**src/rtl/fp_divide_iterative.sv**
```systemverilog
// fp_divide_iterative: IEEE-754 single divider, radix-2 restoring, one quotient bit per cycle.
module fp_divide_iterative #(
  parameter int QBITS = 26
) (
  input  logic        clk,
  input  logic        rst,
  input  logic        valid_data_in,
  input  logic [31:0] in1,
  input  logic [31:0] in2,
  input  logic [2:0]  rounding_mode,
  output logic        ready,
  output logic [31:0] out,
  output logic        overflow,
  output logic        underflow,
  output logic        inexact,
  output logic        invalid_operation,
  output logic        divide_by_zero,
  output logic        valid_data_out
);
  localparam int CW = $clog2(QBITS);
  typedef enum logic [1:0] {IDLE, DIVIDE, ROUND} state_t;
  state_t state, state_n;
  logic [24:0] rem, rem0, rem_n;
  logic [23:0] mb, ma, mb_in, diff;
  logic [QBITS-1:0] q;
  logic [CW-1:0] cnt;
  logic signed [9:0] exp_q, exp0, e_r;
  logic sign, special, sp_inv, sp_dbz, lt, ge, last;
  logic [2:0] rm;
  logic [31:0] sp_out, d_out, r_out;
  logic d_sp, d_inv, d_dbz, sgn;
  logic nan1, nan2, inf1, inf2, zero1, zero2;
  logic g, r, st, inx, up, to_inf, ovf, unf;
  logic [24:0] sum;
  assign sgn   = in1[31] ^ in2[31];
  assign nan1  = (&in1[30:23]) & (|in1[22:0]);
  assign nan2  = (&in2[30:23]) & (|in2[22:0]);
  assign inf1  = (&in1[30:23]) & ~(|in1[22:0]);
  assign inf2  = (&in2[30:23]) & ~(|in2[22:0]);
  assign zero1 = ~(|in1[30:23]);
  assign zero2 = ~(|in2[30:23]);
  // Denormals have a zero exponent field, so they decode as zero (flush-to-zero).
  always_comb begin
    d_sp  = 1'b1;
    d_out = 32'h0;
    d_inv = 1'b0;
    d_dbz = 1'b0;
    if (nan1 & in1[22]) d_out = in1;
    else if (nan2 & in2[22]) d_out = in2;
    else if (nan1) begin d_out = in1 | 32'h0040_0000; d_inv = 1'b1; end
    else if (nan2) begin d_out = in2 | 32'h0040_0000; d_inv = 1'b1; end
    else if ((inf1 & inf2) | (zero1 & zero2)) begin d_out = 32'h7FC0_0000; d_inv = 1'b1; end
    else if (inf1) d_out = {sgn, 8'hFF, 23'h0};
    else if (zero2) begin d_out = {sgn, 8'hFF, 23'h0}; d_dbz = 1'b1; end
    else if (zero1 | inf2) d_out = {sgn, 31'h0};
    else d_sp = 1'b0;
  end
  assign ma    = {1'b1, in1[22:0]};
  assign mb_in = {1'b1, in2[22:0]};
  assign lt    = ma < mb_in;
  assign rem0  = lt ? {ma, 1'b0} : {1'b0, ma};
  assign exp0  = 10'(in1[30:23]) - 10'(in2[30:23]) + 10'd127 - 10'(lt);
  assign ge    = rem >= {1'b0, mb};
  assign diff  = ge ? 24'(rem - {1'b0, mb}) : rem[23:0];
  assign rem_n = {diff, 1'b0};
  assign last  = cnt == CW'(QBITS - 1);
  assign g     = q[1];
  assign r     = q[0];
  assign st    = |rem;
  assign inx   = g | r | st;
  assign up    = rm == 3'd0 ? g & (r | st | q[2]) :
                 rm == 3'd4 ? g :
                 rm == 3'd3 ? inx & ~sign :
                 rm == 3'd2 ? inx & sign : 1'b0;
  assign sum   = {1'b0, q[QBITS-1:2]} + 25'(up);
  // sum[24:23] is 2'b01 normally and 2'b10 on significand carry-out.
  assign e_r    = exp_q + 10'(sum[24:23]) - 10'd1;
  assign ovf    = e_r >= 10'sd255;
  assign unf    = e_r <= 10'sd0;
  assign to_inf = rm == 3'd0 | rm == 3'd4 | (rm == 3'd3 & ~sign) | (rm == 3'd2 & sign);
  assign r_out  = ovf ? (to_inf ? {sign, 8'hFF, 23'h0} : {sign, 31'h7F7F_FFFF}) :
                  unf ? {sign, 31'h0} : {sign, e_r[7:0], sum[22:0]};
  assign ready  = state == IDLE;
  always_comb state_n = state == IDLE ? (valid_data_in ? (d_sp ? ROUND : DIVIDE) : IDLE) :
                        state == DIVIDE ? (last ? ROUND : DIVIDE) : IDLE;
  always_ff @(posedge clk or posedge rst)
    if (rst) state <= IDLE;
    else state <= state_n;
  always_ff @(posedge clk or posedge rst) begin
    if (rst) begin
      rem <= '0; mb <= '0; q <= '0; cnt <= '0; exp_q <= '0; sign <= 1'b0; rm <= '0;
      special <= 1'b0; sp_out <= '0; sp_inv <= 1'b0; sp_dbz <= 1'b0;
      out <= '0; overflow <= 1'b0; underflow <= 1'b0; inexact <= 1'b0;
      invalid_operation <= 1'b0; divide_by_zero <= 1'b0; valid_data_out <= 1'b0;
    end else begin
      valid_data_out <= 1'b0;
      if (state == IDLE && valid_data_in) begin
        rm <= rounding_mode; special <= d_sp; sp_out <= d_out; sp_inv <= d_inv; sp_dbz <= d_dbz;
        sign <= sgn; exp_q <= exp0; mb <= mb_in; rem <= rem0; cnt <= '0; q <= '0;
      end
      if (state == DIVIDE) begin
        rem <= rem_n;
        q   <= {q[QBITS-2:0], ge};
        cnt <= cnt + 1'b1;
      end
      if (state == ROUND) begin
        valid_data_out    <= 1'b1;
        out               <= special ? sp_out : r_out;
        overflow          <= ~special & ovf;
        underflow         <= ~special & ~ovf & unf;
        inexact           <= ~special & (inx | ovf | unf);
        invalid_operation <= special & sp_inv;
        divide_by_zero    <= special & sp_dbz;
      end
    end
  end
endmodule

```
**config.mk**
```make
export PLATFORM = sky130hd
export DESIGN_NAME = fp_divide_iterative
export DESIGN_NICKNAME = d
export VERILOG_FILES = /design/src/rtl/fp_divide_iterative.sv
export SDC_FILE = /design/constraint.sdc
export NUM_CORES = 1
export LEC_CHECK = 0
export BUFFER_PORTS_ARGS = -buffer_cell sky130_fd_sc_hd__buf_2
export CAP_MARGIN = 20
export CORE_UTILIZATION = 50
export CTS_CLUSTER_SIZE = 24
export DETAILED_ROUTE_END_ITERATION = 10
export GPL_TIMING_DRIVEN = 0
export PLACE_DENSITY = 0.68
export SLEW_MARGIN = 25
export SYNTH_ARGS = -nofsm -noshare
export SYNTH_HDL_FRONTEND = slang
export SYNTH_SLANG_ARGS = --single-unit
export TNS_END_PERCENT = 100
```
**constraint.sdc**
```tcl
create_clock -name clk -period 5.85 [get_ports clk]
set_clock_uncertainty 0.05 [all_clocks]
set_input_delay 0.585 -clock clk [delete_from_list [all_inputs] [get_ports clk]]
set_output_delay 0.585 -clock clk [all_outputs]
set_load 0.005 [all_outputs]
```
# After elaboration in Yosys (flattened, before gate mapping)
# Cells that the tools add are included.
dict set report classes {
  muxes 50
  n_reduce_logical 11
  n_eq_ne 6
  magnitude_cmp 4
  n_addsub 8
  n_bitwise 38
}
# operator n
set ops {}
lappend ops {{$mux 32} 9}
lappend ops {{$mux 25} 3}
lappend ops {{$mux 31} 2}
lappend ops {{$mux 26} 2}
lappend ops {{$mux 24} 2}
lappend ops {{$reduce_or 23->1} 2}
lappend ops {{$add 24x1->25} 1}
lappend ops {{$ge 25x24->1} 1}
lappend ops {{$mux 1} 25}
lappend ops {{$reduce_or 25->1} 1}
lappend ops {{$lt 24x24->1} 1}
lappend ops {{$sub 24x24->24} 1}
lappend ops {{$and 1x1->1} 19}
lappend ops {{$reduce_and 8->1} 2}
lappend ops {{$reduce_or 8->1} 2}
lappend ops {{$or 1x1->1} 11}
lappend ops {{$add 10x2->10} 1}
lappend ops {{$add 9x8->10 const B} 1}
lappend ops {{$ge 10x9->1 const B} 1}
lappend ops {{$le 10x1->1 const B} 1}
lappend ops {{$mux 2} 5}
lappend ops {{$mux 5} 2}
lappend ops {{$sub 10x1->10} 1}
lappend ops {{$sub 10x1->10 const B} 1}
lappend ops {{other kinds (13)} 20}
dict set report totals {
  elab_cells 136
  input_bits 70
  reg_bits 169
}

# Logic depth before layout (Yosys ltp)
# Gate-level depths: netlist (run 1).
dict set report logic_depth {
  word_depth 15
  depth_mapped 27
  mapped_depth_nobuf 26
}

# Least setup slack after synthesis (run 1)
# No wires, ideal clock.
dict set report synth_timing {
  path_type {register to register}
  startpoint {reg rm[0]}
  endpoint {reg out[11]}
  t_required_ps 5710
  setup_time_ps 90
  path_slack_ps 1049
  t_arrival_ps 4661
  stages_incl_launch_ff 27
  cell_sequence {dfrtp_1 > xor2_1 > nand3b_1 > nor2_1 > nor2_1 > a21oi_1 > ha_1 > ha_1 > nand2_1 > nor2_1 > nand2_1 > nor2_1 > and4_1 > nand3_1 > ha_1 > inv_1 > ha_1 > fa_1 > a211oi_1 > o21bai_1 > a211o_1 > nand4_1 > o211ai_1 > and3b_1 > nand2_1 > buf_2 > o221ai_1}
}
dict set report synth_between {
  elab_chain_len 12
}
# item line
set synth_lines {}
lappend synth_lines {{start: declaration} 29} ;# logic [2:0] rm;
lappend synth_lines {{start signal: assignment} 98} ;# rm <= rounding_mode; special <= d_sp; sp_out <= d_out; sp_inv <= d_inv; sp_dbz <= d_dbz;
lappend synth_lines {{$eq 3x2->1} {74, 80}}
lappend synth_lines {{$mux 1} 74} ;# rm == 3'd2 ? inx & sign : 1'b0;
lappend synth_lines {{$mux 1} 73} ;# rm == 3'd3 ? inx & ~sign :
lappend synth_lines {{$mux 1} 72} ;# rm == 3'd4 ? g :
lappend synth_lines {{$mux 1} 71} ;# assign up = rm == 3'd0 ? g & (r | st | q[2]) :
lappend synth_lines {{$add 24x1->25} 75} ;# assign sum = {1'b0, q[QBITS-1:2]} + 25'(up);
lappend synth_lines {{$add 10x2->10} 77} ;# assign e_r = exp_q + 10'(sum[24:23]) - 10'd1;
lappend synth_lines {{$sub 10x1->10} 77}
lappend synth_lines {{$le 10x1->1} 79} ;# assign unf = e_r <= 10'sd0;
lappend synth_lines {{$mux 31} 82} ;# unf ? {sign, 31'h0} : {sign, e_r[7:0], sum[22:0]};
lappend synth_lines {{$mux 31 (*)} 81} ;# assign r_out = ovf ? (to_inf ? {sign, 8'hFF, 23'h0} : {sign, 31'h7F7F_FFFF}) :
lappend synth_lines {{$mux 32 (*)} 108} ;# out <= special ? sp_out : r_out;
lappend synth_lines {{end signal: assignment} 108}
lappend synth_lines {{end: declaration} 12} ;# output logic [31:0] out,
# Mark *: on every way between the ends. The rest lies on a longest branch, timed or not.
# A chain may end at the register's enable or synchronous reset.

# Final worst setup path (run 1)
dict set report layout_timing {
  startpoint {reg rem[16]}
  endpoint {reg out[6]}
}
dict set report layout_between {
  elab_chain_len 14
}
# item line
set layout_lines {}
lappend layout_lines {{start: declaration} 23} ;# logic [24:0] rem, rem0, rem_n;
lappend layout_lines {{start signal: assignment} 102} ;# rem <= rem_n;
lappend layout_lines {{$reduce_or 25->1 (*)} 69} ;# assign st = |rem;
lappend layout_lines {{$or 1x1->1} 70} ;# assign inx = g | r | st;
lappend layout_lines {{$and 1x1->1} 74}
lappend layout_lines {{$mux 1} 74}
lappend layout_lines {{$mux 1} 73}
lappend layout_lines {{$mux 1} 72}
lappend layout_lines {{$mux 1 (*)} 71}
lappend layout_lines {{$add 24x1->25 (*)} 75}
lappend layout_lines {{$add 10x2->10} 77}
lappend layout_lines {{$sub 10x1->10} 77}
lappend layout_lines {{$le 10x1->1} 79}
lappend layout_lines {{$mux 31} 82}
lappend layout_lines {{$mux 31 (*)} 81}
lappend layout_lines {{$mux 32 (*)} 108}
# Marked as above.

==> impl_metrics.ini, run 1 <==
[timing]
worst_slack_ns = 0.282
max_slew_margin_pct = 51.4
final.min_clock_period_ns = 5.57
max_freq_ghz = 0.180
finalMaxSlewViolations = 0
worst_pin_slew_ns = 0.729
finalHoldViolations = 0
fin_crit_sh_pct = 95.2
finalSetupViolations = 0

[route]
dr_total_vias = 10256
first_pass_iters = 8
wl_per_cell_microns = 19.7
first_iter_violations = 832
drc = 0
ant_nets = 0
wirelength_microns = 33500
vias_per_cell = 6.02

[die]
start_util_pct = 51.0
die_h_microns = 151
fp.dieW_microns = 151
fp.dieArea_sq_mm = 0.0229
core_area_sq_mm = 0.0218
ios = 109
rows = 54

[clock_network]
clkLatencyLatePin_ns = 0.44
cts-root-buf = clkbuf_16
clockBufferDepth = 2
clkSlewWorstSetupHoldPaths_ns = 0.07
clkSinkCount = 169
ctsHtreeMaxLevel = 4
cts_tree = done
cts_buffers = 17

[synth]
ys.flop_type = dfrtp_1
synth_top_area_share_pct = 38.0
ys_warn_count = 0
synth_mux_area_share_pct = 3.10
async_flop_share_pct = 100
synth_xor_area_share_pct = 4.78
yosys-top-cells-area = dfrtp_1 38%, ha_1 8.5%, nand2_1 6.2%
synth_commonest_cells = 183 x nand2_1, 169 x dfrtp_1, 111 x inv_1
netlist_area_sq_mm = 0.0111
ys_ff_latch = 169
synth-edff-count = 0
synth_fa_ha_area_share_pct = 9.26
synthCells = 1281
syn_nets = 1431
synth.most_common_cell = nand2_1
synth_area_leader_cell = dfrtp_1
synth_top_family_by_area = compound AO/OA/AOI/OAI gates
synthSimpleGateAreaFrac_pct = 18.2
ys_seq_area_share_pct = 38.0
synth_compound_area_share_pct = 20.6
synth_cell_types = 78
avgSynthCellArea_sq_um = 8.70

[power_and_ir_drop]
cellLeakagePower_nw = 6.12
p_sw_share_pct = 45.4
p_switching_mw = 3.30
power_frac_comb_pct = 57.5
power_frac_seq_pct = 27.3
pwr-share-clk_pct = 15.3
power_density_mw_per_mm2 = 572
max-vdd-ir-drop_mv = 0.355
p_int_mw = 3.97

[worst_hold_path]
hp-class = input port to asynchronous set/reset pin

[placed_design]
place_hpwl_microns = 25900
preCtsSetupSlack_ns = 0.104
io_buffers = 108
routabilityCongestion = 0.980

[cells_and_area]
syn_to_final_growth_pct = 14.2
final_nets = 1562
n_fill_cell = 1974
drive_gt1_share_pct = 13.6
multi_input_area_sq_mm = 0.00629
final_core_util_pct = 58.3
ff_latch_area_sq_mm = 0.00423
diodes = 0

[critical_path]
critical_path.endpoint_type = flop
required_ns = 6.15
worstSetupPathType = flop to flop
rr_worst_depth = 27
crit_arrival_ns = 5.87
crit_path_start_kind = flop
critPathMaxFanout = 10

[job]
cap_violations = 0

[global_routing]
grt.total_usage_pct = 30.3
antenna_found_initial = 0
overflow = 0
grt_pass1_wl_microns = 52400
grt_max_degree = 87
grt_pass1_vias = 9637

[outcome]
status = complete, no violations
==> path summary, 6_finish.rpt <==
| path | from | endpoint | slack [ns] |
|---|---|---|---|
| max | rem[16]$_DFFE_PP0P_ | out[6]$_DFFE_PP0P_ | 0.28 |
| max reg2reg | rem[16]$_DFFE_PP0P_ | out[6]$_DFFE_PP0P_ | 0.28 |
| min reg2reg | mb[23]$_DFFE_PP0P_ | mb[23]$_DFFE_PP0P_ | 0.40 |
| max in group asynchronous | rst | rem[8]$_DFFE_PP0P_ | 4.73 |
| min in group clk | rounding_mode[0] | rm[0]$_DFFE_PP0P_ | 0.32 |
| min | rst | out[26]$_DFFE_PP0P_ | 0.17 |
==> what timing repair did <==
item | 4_1_cts | 5_1_grt
gates resized for setup | 0 | 18
buffers inserted | 0 | 3
setup endpoints to repair | 0 | 25
hold buffers | 0 | 0
==> layout make-up <==
cell class                 count  share of cell area [%]
sequential                   169                    33.3
timing repair buffer         112                    4.64
buffer                        57                    2.10
clock inverter                14                    1.07
clock buffer                  17                    3.34
multi-input combinational    943                    49.5
tap                          280                    2.75
inverter                     112                    3.36
==> registers in the layout, summed over array words and instances, names as in the netlist, 2 cells and up <==
| register | count |
|---|---|
| cnt | 5 |
| state | 2 |
| out | 32 |
| rem | 25 |
| exp_q | 10 |
| sp_out | 32 |
| mb | 24 |
| rm | 3 |
| q | 26 |
==> through the flow <==
stage	power, mW	hold slack [ns]	TNS (ns)	instance area (sq um)	instances
2_1_floorplan	4.94	0.368	0	11100	1281
5_1_grt	7.84	0.237	-0.303	12700	1704
3_5_place_dp	5.99	0.390	0	12100	1670
4_1_cts	7.12	0.205	0	12600	1701
3_3_place_gp	5.91	0.383	-225.58	12000	1669
6_report	7.27	0.173	0	12700	1704
==> layout by cell type (no fill, tap or decap), drive strengths merged, types with 5 or more instances in the layout <==
cell type and instances:
nand3b 9, or3 6, buf 124, a221oi 15
o221ai 21, nor2 59, a211oi 12, a21oi 72
a222oi 22, a211o 5, nor2b 26, nand4 21
dfrtp 169, nor3 31, and2 5, and3 11
ha 76, a31oi 7, mux2i 30, nand3 35
o21bai 7, a21o 14, nor4 21, inv 119
o21ai 111, o211ai 5, nand2 184, nand2b 5
clkbuf 61, xor2 32, o21a 16, xnor2 28
==> worst max-delay path: stages (launching register included) <==
cell and delay [ns]:
dfrtp_1 0.43, nor2_1 0.09, nand4_1 0.23, nor2_1 0.10
nor2_1 0.10, nor2_1 0.04, a21oi_1 0.12, ha_1 0.21
ha_1 0.23, nand2_1 0.11, nor2_4 0.18, nand2_1 0.08
nor2_1 0.16, and4_2 0.31, nand3_1 0.14, ha_1 0.30
inv_1 0.04, ha_1 0.23, fa_1 0.47, a211oi_2 0.26
o21bai_1 0.11, a211o_1 0.33, nand4_1 0.11, o211ai_1 0.16
and3b_1 0.33, nand2_1 0.13, clkbuf_4 0.22, o221ai_1 0.20
==> power groups by stage <==
stage / Combinational [mW] / Sequential, mW / Clock [mW]
after detailed placement: 4.01 / 1.98 / 0
after global routing: 4.64 / 2.03 / 1.17
final: 4.18 / 1.98 / 1.11
after floorplan: 3.06 / 1.89 / 0
after CTS: 4.04 / 1.96 / 1.12
after global placement: 3.93 / 1.97 / 0
==> cell families (layout without fill, tap and decap cells) <==
kind of cell | after synthesis | after routing
fa+ha+maj | 80 | 80
flops | 169 | 169
simple gates | 427 | 427
mux | 34 | 34
compound gates | 342 | 342
buf+inv | 169 | 312
xor+xnor | 60 | 60
==> per-layer routing <==
| layer | share of wire (%) | vias up | track usage, % |
|---|---|---|---|
| met3 | 8.3 | 65 | 4.52 |
| met2 | 46 | 428 | 48.2 |
| met5 | 0 | - | 0 |
| met4 | 2.5 | 0 | 9.30 |
| li1 | - | 4864 | - |
| met1 | 43 | 4899 | 42.2 |
No activity file was read; power rests on OpenSTA's default activity.
==> run 2: changes to the inputs <==
--- a/config.mk
+++ b/config.mk
@@ -11,8 +11,7 @@
 export CTS_CLUSTER_SIZE = 24
 export DETAILED_ROUTE_END_ITERATION = 10
 export GPL_TIMING_DRIVEN = 0
-export PLACE_DENSITY = 0.68
-export SLEW_MARGIN = 25
+export PLACE_DENSITY = 0.79
 export SYNTH_ARGS = -nofsm -noshare
 export SYNTH_HDL_FRONTEND = slang
 export SYNTH_SLANG_ARGS = --single-unit
==> impl_metrics.ini, run 2 (synthesized netlist as in run 1, its figures left out) <==
[die]
core_area_sq_mm = 0.0218
fp.dieArea_sq_mm = 0.0229
rows = 54
die_h_microns = 151
fp.dieW_microns = 151
start_util_pct = 51.0
ios = 109

[placed_design]
routabilityCongestion = 0.954
place_hpwl_microns = 25400
preCtsSetupSlack_ns = -0.0182
io_buffers = 108
placed_area_sq_mm = 0.0121
post-place-cells = 1670

[cells_and_area]
layout_common_cells = 183 x nand2_1, 167 x dfrtp_1, 111 x buf_2
final_core_util_pct = 58.3
reg_top3 = out x32, sp_out x32, q x26
final_common_cell = nand2_1
drive_gt1_share_pct = 13.6
final_area_sq_mm = 0.0127
n_fill_cell = 1927
syn_to_final_growth_pct = 14.3
final_nets = 1560
final_cell_count_no_fill = 1704

[clock_network]
cts_tree = done
cts-root-buf = clkbuf_16
clkSinkCount = 169
clockBufferDepth = 2
clkLatencyLatePin_ns = 0.44
clkSlewWorstSetupHoldPaths_ns = 0.08
ctsHtreeMaxLevel = 4
postCtsHoldBufs = 0
cts_buffers = 17

[timing]
worst_slack_ns = 0.228
worst_pin_slew_ns = 0.730
finalSetupViolations = 0
max_freq_ghz = 0.178
worst_hold_slack_ns = 0.0772
finalSetupTns_ns = 0
fin_crit_sh_pct = 96.1
final.min_clock_period_ns = 5.62
finalMaxSlewViolations = 0
max_slew_margin_pct = 51.4
finalHoldViolations = 0

[route]
wl_per_cell_microns = 19.5
wirelength_microns = 33200
ant_nets = 0
dr_total_vias = 10451
vias_per_cell = 6.13
drc = 0
first_pass_iters = 7
first_iter_violations = 1210

[outcome]
status = complete, no violations

[power_and_ir_drop]
cellLeakagePower_nw = 6.12
power_density_mw_per_mm2 = 570
total_power_mw = 7.25
max-vdd-ir-drop_mv = 0.265

[critical_path]
crit_arrival_ns = 5.91
critical_path.endpoint_type = flop
critPathMaxFanout = 10
worstSetupPathType = flop to flop
required_ns = 6.14
crit_path_start_kind = flop

[global_routing]
grt_pass1_vias = 9990
overflow = 0
antenna_found_initial = 1
grt_max_degree = 122
grt.total_usage_pct = 30.3
grt_pass1_wl_microns = 52700

[job]
cap_violations = 0

[worst_hold_path]
hp-class = input port to asynchronous set/reset pin
[run 2: changes by cell type in the layout (fill, tap and decap cells not counted), moves of 2 or more]
| cell | previous run | this run |
|---|---|---|
| inv_6 | 7 | 3 |
| inv_8 | 2 | 6 |
| buf_4 | 5 | 3 |
| clkinv_2 | 2 | 0 |
| clkinv_4 | 1 | 3 |
| clkinv_8 | 0 | 2 |
| nor4_1 | 19 | 21 |
| nor4_2 | 2 | 0 |
[run 2: power by group]
part / internal [mW] / total, mW / leakage [nW] / switching [mW]
Combinational: 1.73 / 4.14 / 3.66 / 2.41
Sequential: 1.61 / 1.99 / 2.17 / 0.375
Clock: 0.582 / 1.12 / 0.287 / 0.541
Total: 3.92 / 7.25 / 6.12 / 3.33
[run 2: worst paths after layout]
| kind | startpoint | end | slack, ns | cells past startpoint |
|---|---|---|---|---|
| max in group asynchronous | rst | rem[1]$_DFFE_PP0P_ | 4.72 | 3 |
| min in group clk | rounding_mode[0] | rm[0]$_DFFE_PP0P_ | 0.32 | 3 |
| worst max-delay path | rem[12]$_DFFE_PP0P_ | out[2]$_DFFE_PP0P_ | 0.23 | 27 |
| worst min-delay path | rst | out[29]$_DFFE_PP0P_ | 0.08 | 2 |
| worst min register to register | mb[23]$_DFFE_PP0P_ | mb[23]$_DFFE_PP0P_ | 0.41 | 2 |
| worst max register to register | rem[12]$_DFFE_PP0P_ | out[2]$_DFFE_PP0P_ | 0.23 | 27 |
[run 2: timing repair]
action                     CTS  global route
setup endpoints to repair   17            31
gates resized for setup      1            18
gates cloned                 0             0
pin swaps                    0             3
setup buffers                0             1
[run 2: cell type report]
cell class / count / area, sq um / share of cell area, %
sequential: 169 / 4230 / 33.2
clock inverter: 14 / 149 / 1.17
antenna: 1 / 2.50 / 0.0197
inverter: 112 / 428 / 3.36
clock buffer: 18 / 439 / 3.45
buffer: 57 / 268 / 2.10
multi-input combinational: 943 / 6280 / 49.4
tap: 280 / 350 / 2.75
timing repair buffer: 110 / 576 / 4.52
[run 2: worst max-delay path: stages, from the launching register on]
cell      delay, ns
dfrtp_1        0.42
nor4_1         0.51
nand3_2        0.28
nor2_1         0.22
nor2_1         0.07
nor2_1         0.09
a21oi_1        0.06
ha_1           0.22
nand3_1        0.18
nor2_2         0.09
nand2_1        0.13
nor2_2         0.07
nand4_1        0.14
nor2_1         0.07
xnor2_1        0.20
ha_1           0.18
inv_1          0.04
ha_1           0.21
fa_2           0.39
a211oi_2       0.23
o21bai_1       0.11
a211o_1        0.34
nand4_1        0.12
o211ai_1       0.17
and3b_1        0.33
nand2_1        0.12
clkbuf_4       0.23
o221ai_1       0.22
[run 2: routing by layer]
layer / track usage (%) / wire (microns) / vias up
met5: 0 / 0 / -
met4: 15.0 / 1590 / 0
met3: 6.72 / 3370 / 129
met2: 47.0 / 15000 / 540
met1: 39.6 / 13200 / 4920
li1: - / - / 4862
==> run 3: changes to the inputs <==
--- a/config.mk
+++ b/config.mk
@@ -7,10 +7,12 @@
 export LEC_CHECK = 0
 export BUFFER_PORTS_ARGS = -buffer_cell sky130_fd_sc_hd__buf_2
 export CAP_MARGIN = 20
+export CORE_MARGIN = 2
 export CORE_UTILIZATION = 50
 export CTS_CLUSTER_SIZE = 24
 export DETAILED_ROUTE_END_ITERATION = 10
 export GPL_TIMING_DRIVEN = 0
+export MAX_ROUTING_LAYER = met4
 export PLACE_DENSITY = 0.79
 export SYNTH_ARGS = -nofsm -noshare
 export SYNTH_HDL_FRONTEND = slang
==> impl_metrics.ini, run 3 (synthesized netlist as in run 1, its figures left out) <==
[global_routing]
grt_max_degree = 104
grt_pass1_wl_microns = 53600
overflow = 0
grt.total_usage_pct = 29.5
antenna_found_initial = 2
grt_pass1_vias = 9863

[route]
wirelength_microns = 33500
drc = 0
first_pass_iters = 8
ant_nets = 0
vias_per_cell = 6.09
wl_per_cell_microns = 19.6
first_iter_violations = 1018
dr_total_vias = 10388

[timing]
fin_crit_sh_pct = 96.9
finalMaxSlewViolations = 0
finalSetupTns_ns = 0
max_slew_margin_pct = 51.3
worst_pin_slew_ns = 0.730
finalHoldViolations = 0
max_freq_ghz = 0.176
finalSetupViolations = 0
final.min_clock_period_ns = 5.67

[clock_network]
clkLatencyLatePin_ns = 0.43
postCtsHoldBufs = 0
clkSlewWorstSetupHoldPaths_ns = 0.07
cts_tree = done
ctsHtreeMaxLevel = 4
cts-root-buf = clkbuf_16
clockBufferDepth = 2
clkSinkCount = 169
cts_buffers = 17

[cells_and_area]
layout_common_cells = 183 x nand2_1, 169 x dfrtp_1, 112 x buf_2
final_cell_count_no_fill = 1707
syn_to_final_growth_pct = 14.6
final_nets = 1563
final_common_cell = nand2_1
n_fill_cell = 1912
reg_top3 = out x32, sp_out x32, q x26
drive_gt1_share_pct = 13.7

[critical_path]
startpoint = rem[14]$_DFFE_PP0P_
critical_path.endpoint_type = flop
worstSetupPathType = flop to flop
critPathMaxFanout = 10
r2r_setup_slack_ns = 0.18
crit_path_start_kind = flop
required_ns = 6.09
worstReg2RegStart = rem[14]$_DFFE_PP0P_
crit_arrival_ns = 5.91

[die]
core_area_sq_mm = 0.0218
ios = 109
die_h_microns = 153
start_util_pct = 51.0
fp.dieW_microns = 153
rows = 54
fp.dieArea_sq_mm = 0.0235

[power_and_ir_drop]
cellLeakagePower_nw = 6.14
max-vdd-ir-drop_mv = 0.336
power_density_mw_per_mm2 = 574

[placed_design]
post-place-cells = 1670
place_hpwl_microns = 25600
routabilityCongestion = 0.969
io_buffers = 108

[worst_hold_path]
hp-class = input port to asynchronous set/reset pin

[job]
cap_violations = 0

[outcome]
status = complete, no violations
-- run 3: cell count changes in the layout (fill, tap and decap cells not counted), sizes merged --
cell,before,now
inv,119,114
buf,122,126
clkinv,6,8
bufinv,0,1
clkbuf,62,63
-- run 3: final cells by class --
class	count	area [sq um]	area share [%]
timing repair buffer	113	598	4.68
sequential	169	4230	33.1
buffer	57	265	2.08
tap	280	350	2.74
inverter	112	428	3.35
antenna	1	2.50	0.0196
clock buffer	20	467	3.66
multi-input combinational	943	6290	49.3
clock inverter	12	136	1.07
-- run 3: power by group --
| group | internal, mW | switching [mW] | total [mW] |
|---|---|---|---|
| sequential | 1.61 | 0.380 | 1.99 |
| combinational | 1.78 | 2.42 | 4.20 |
| clock | 0.634 | 0.508 | 1.14 |
| total | 4.02 | 3.31 | 7.33 |
-- run 3: per-layer routing --
metal,vias up,GRT usage (%),share of wire (%)
met4,0,9.88,3.1
met1,4940,39.1,42
met3,77,5.08,8.4
met2,484,46.1,46
met5,-,-,0
li1,4887,-,-
-- run 3: through the flow --
step	hold slack [ns]	util (%)	total power, mW	cell area [sq um]	setup WS, ns
global placement	0.385	55.1	5.86	12000	-1.20
finish	0.140	58.5	7.33	12800	0.183
detailed placement	0.401	55.3	5.97	12100	0.0907
global route	0.173	58.5	7.90	12800	-0.0414
floorplan	0.368	-	4.94	11100	0.640
CTS	0.160	58.0	7.15	12700	0.0308
-- run 3: repair_timing --
action                                  in CTS  in global routing
resized for setup                            0                 16
buffers inserted                             0                  4
endpoints found under the setup margin       0                 22
-- run 3: path summary, 6_finish.rpt --
kind | cells past startpoint | end
worst min-delay path | 2 | out[26]$_DFFE_PP0P_
worst max register to register | 27 | out[15]$_DFFE_PP0P_
max in group asynchronous | 3 | rem[9]$_DFFE_PP0P_
worst min register to register | 2 | divide_by_zero$_DFFE_PP0P_
worst max-delay path | 27 | out[15]$_DFFE_PP0P_
min in group clk | 3 | rm[1]$_DFFE_PP0P_
-- run 3: worst max-delay path, cell delays in order (launching register included) --
cell	delay [ns]
dfrtp_1	0.45
nor4_1	0.07
nand4_1	0.24
nor2_1	0.11
nor2_1	0.11
nor2_1	0.06
a21oi_1	0.12
ha_1	0.24
ha_1	0.24
nand2_1	0.11
nor2_4	0.18
nand2_1	0.08
nor2_1	0.16
and4_2	0.31
nand3_1	0.11
ha_1	0.29
inv_1	0.04
ha_1	0.23
fa_1	0.46
a21o_1	0.19
a21oi_1	0.17
xnor2_1	0.19
nand4_1	0.13
o211ai_1	0.41
and3b_2	0.29
nand2_1	0.13
clkbuf_4	0.22
o221ai_1	0.14
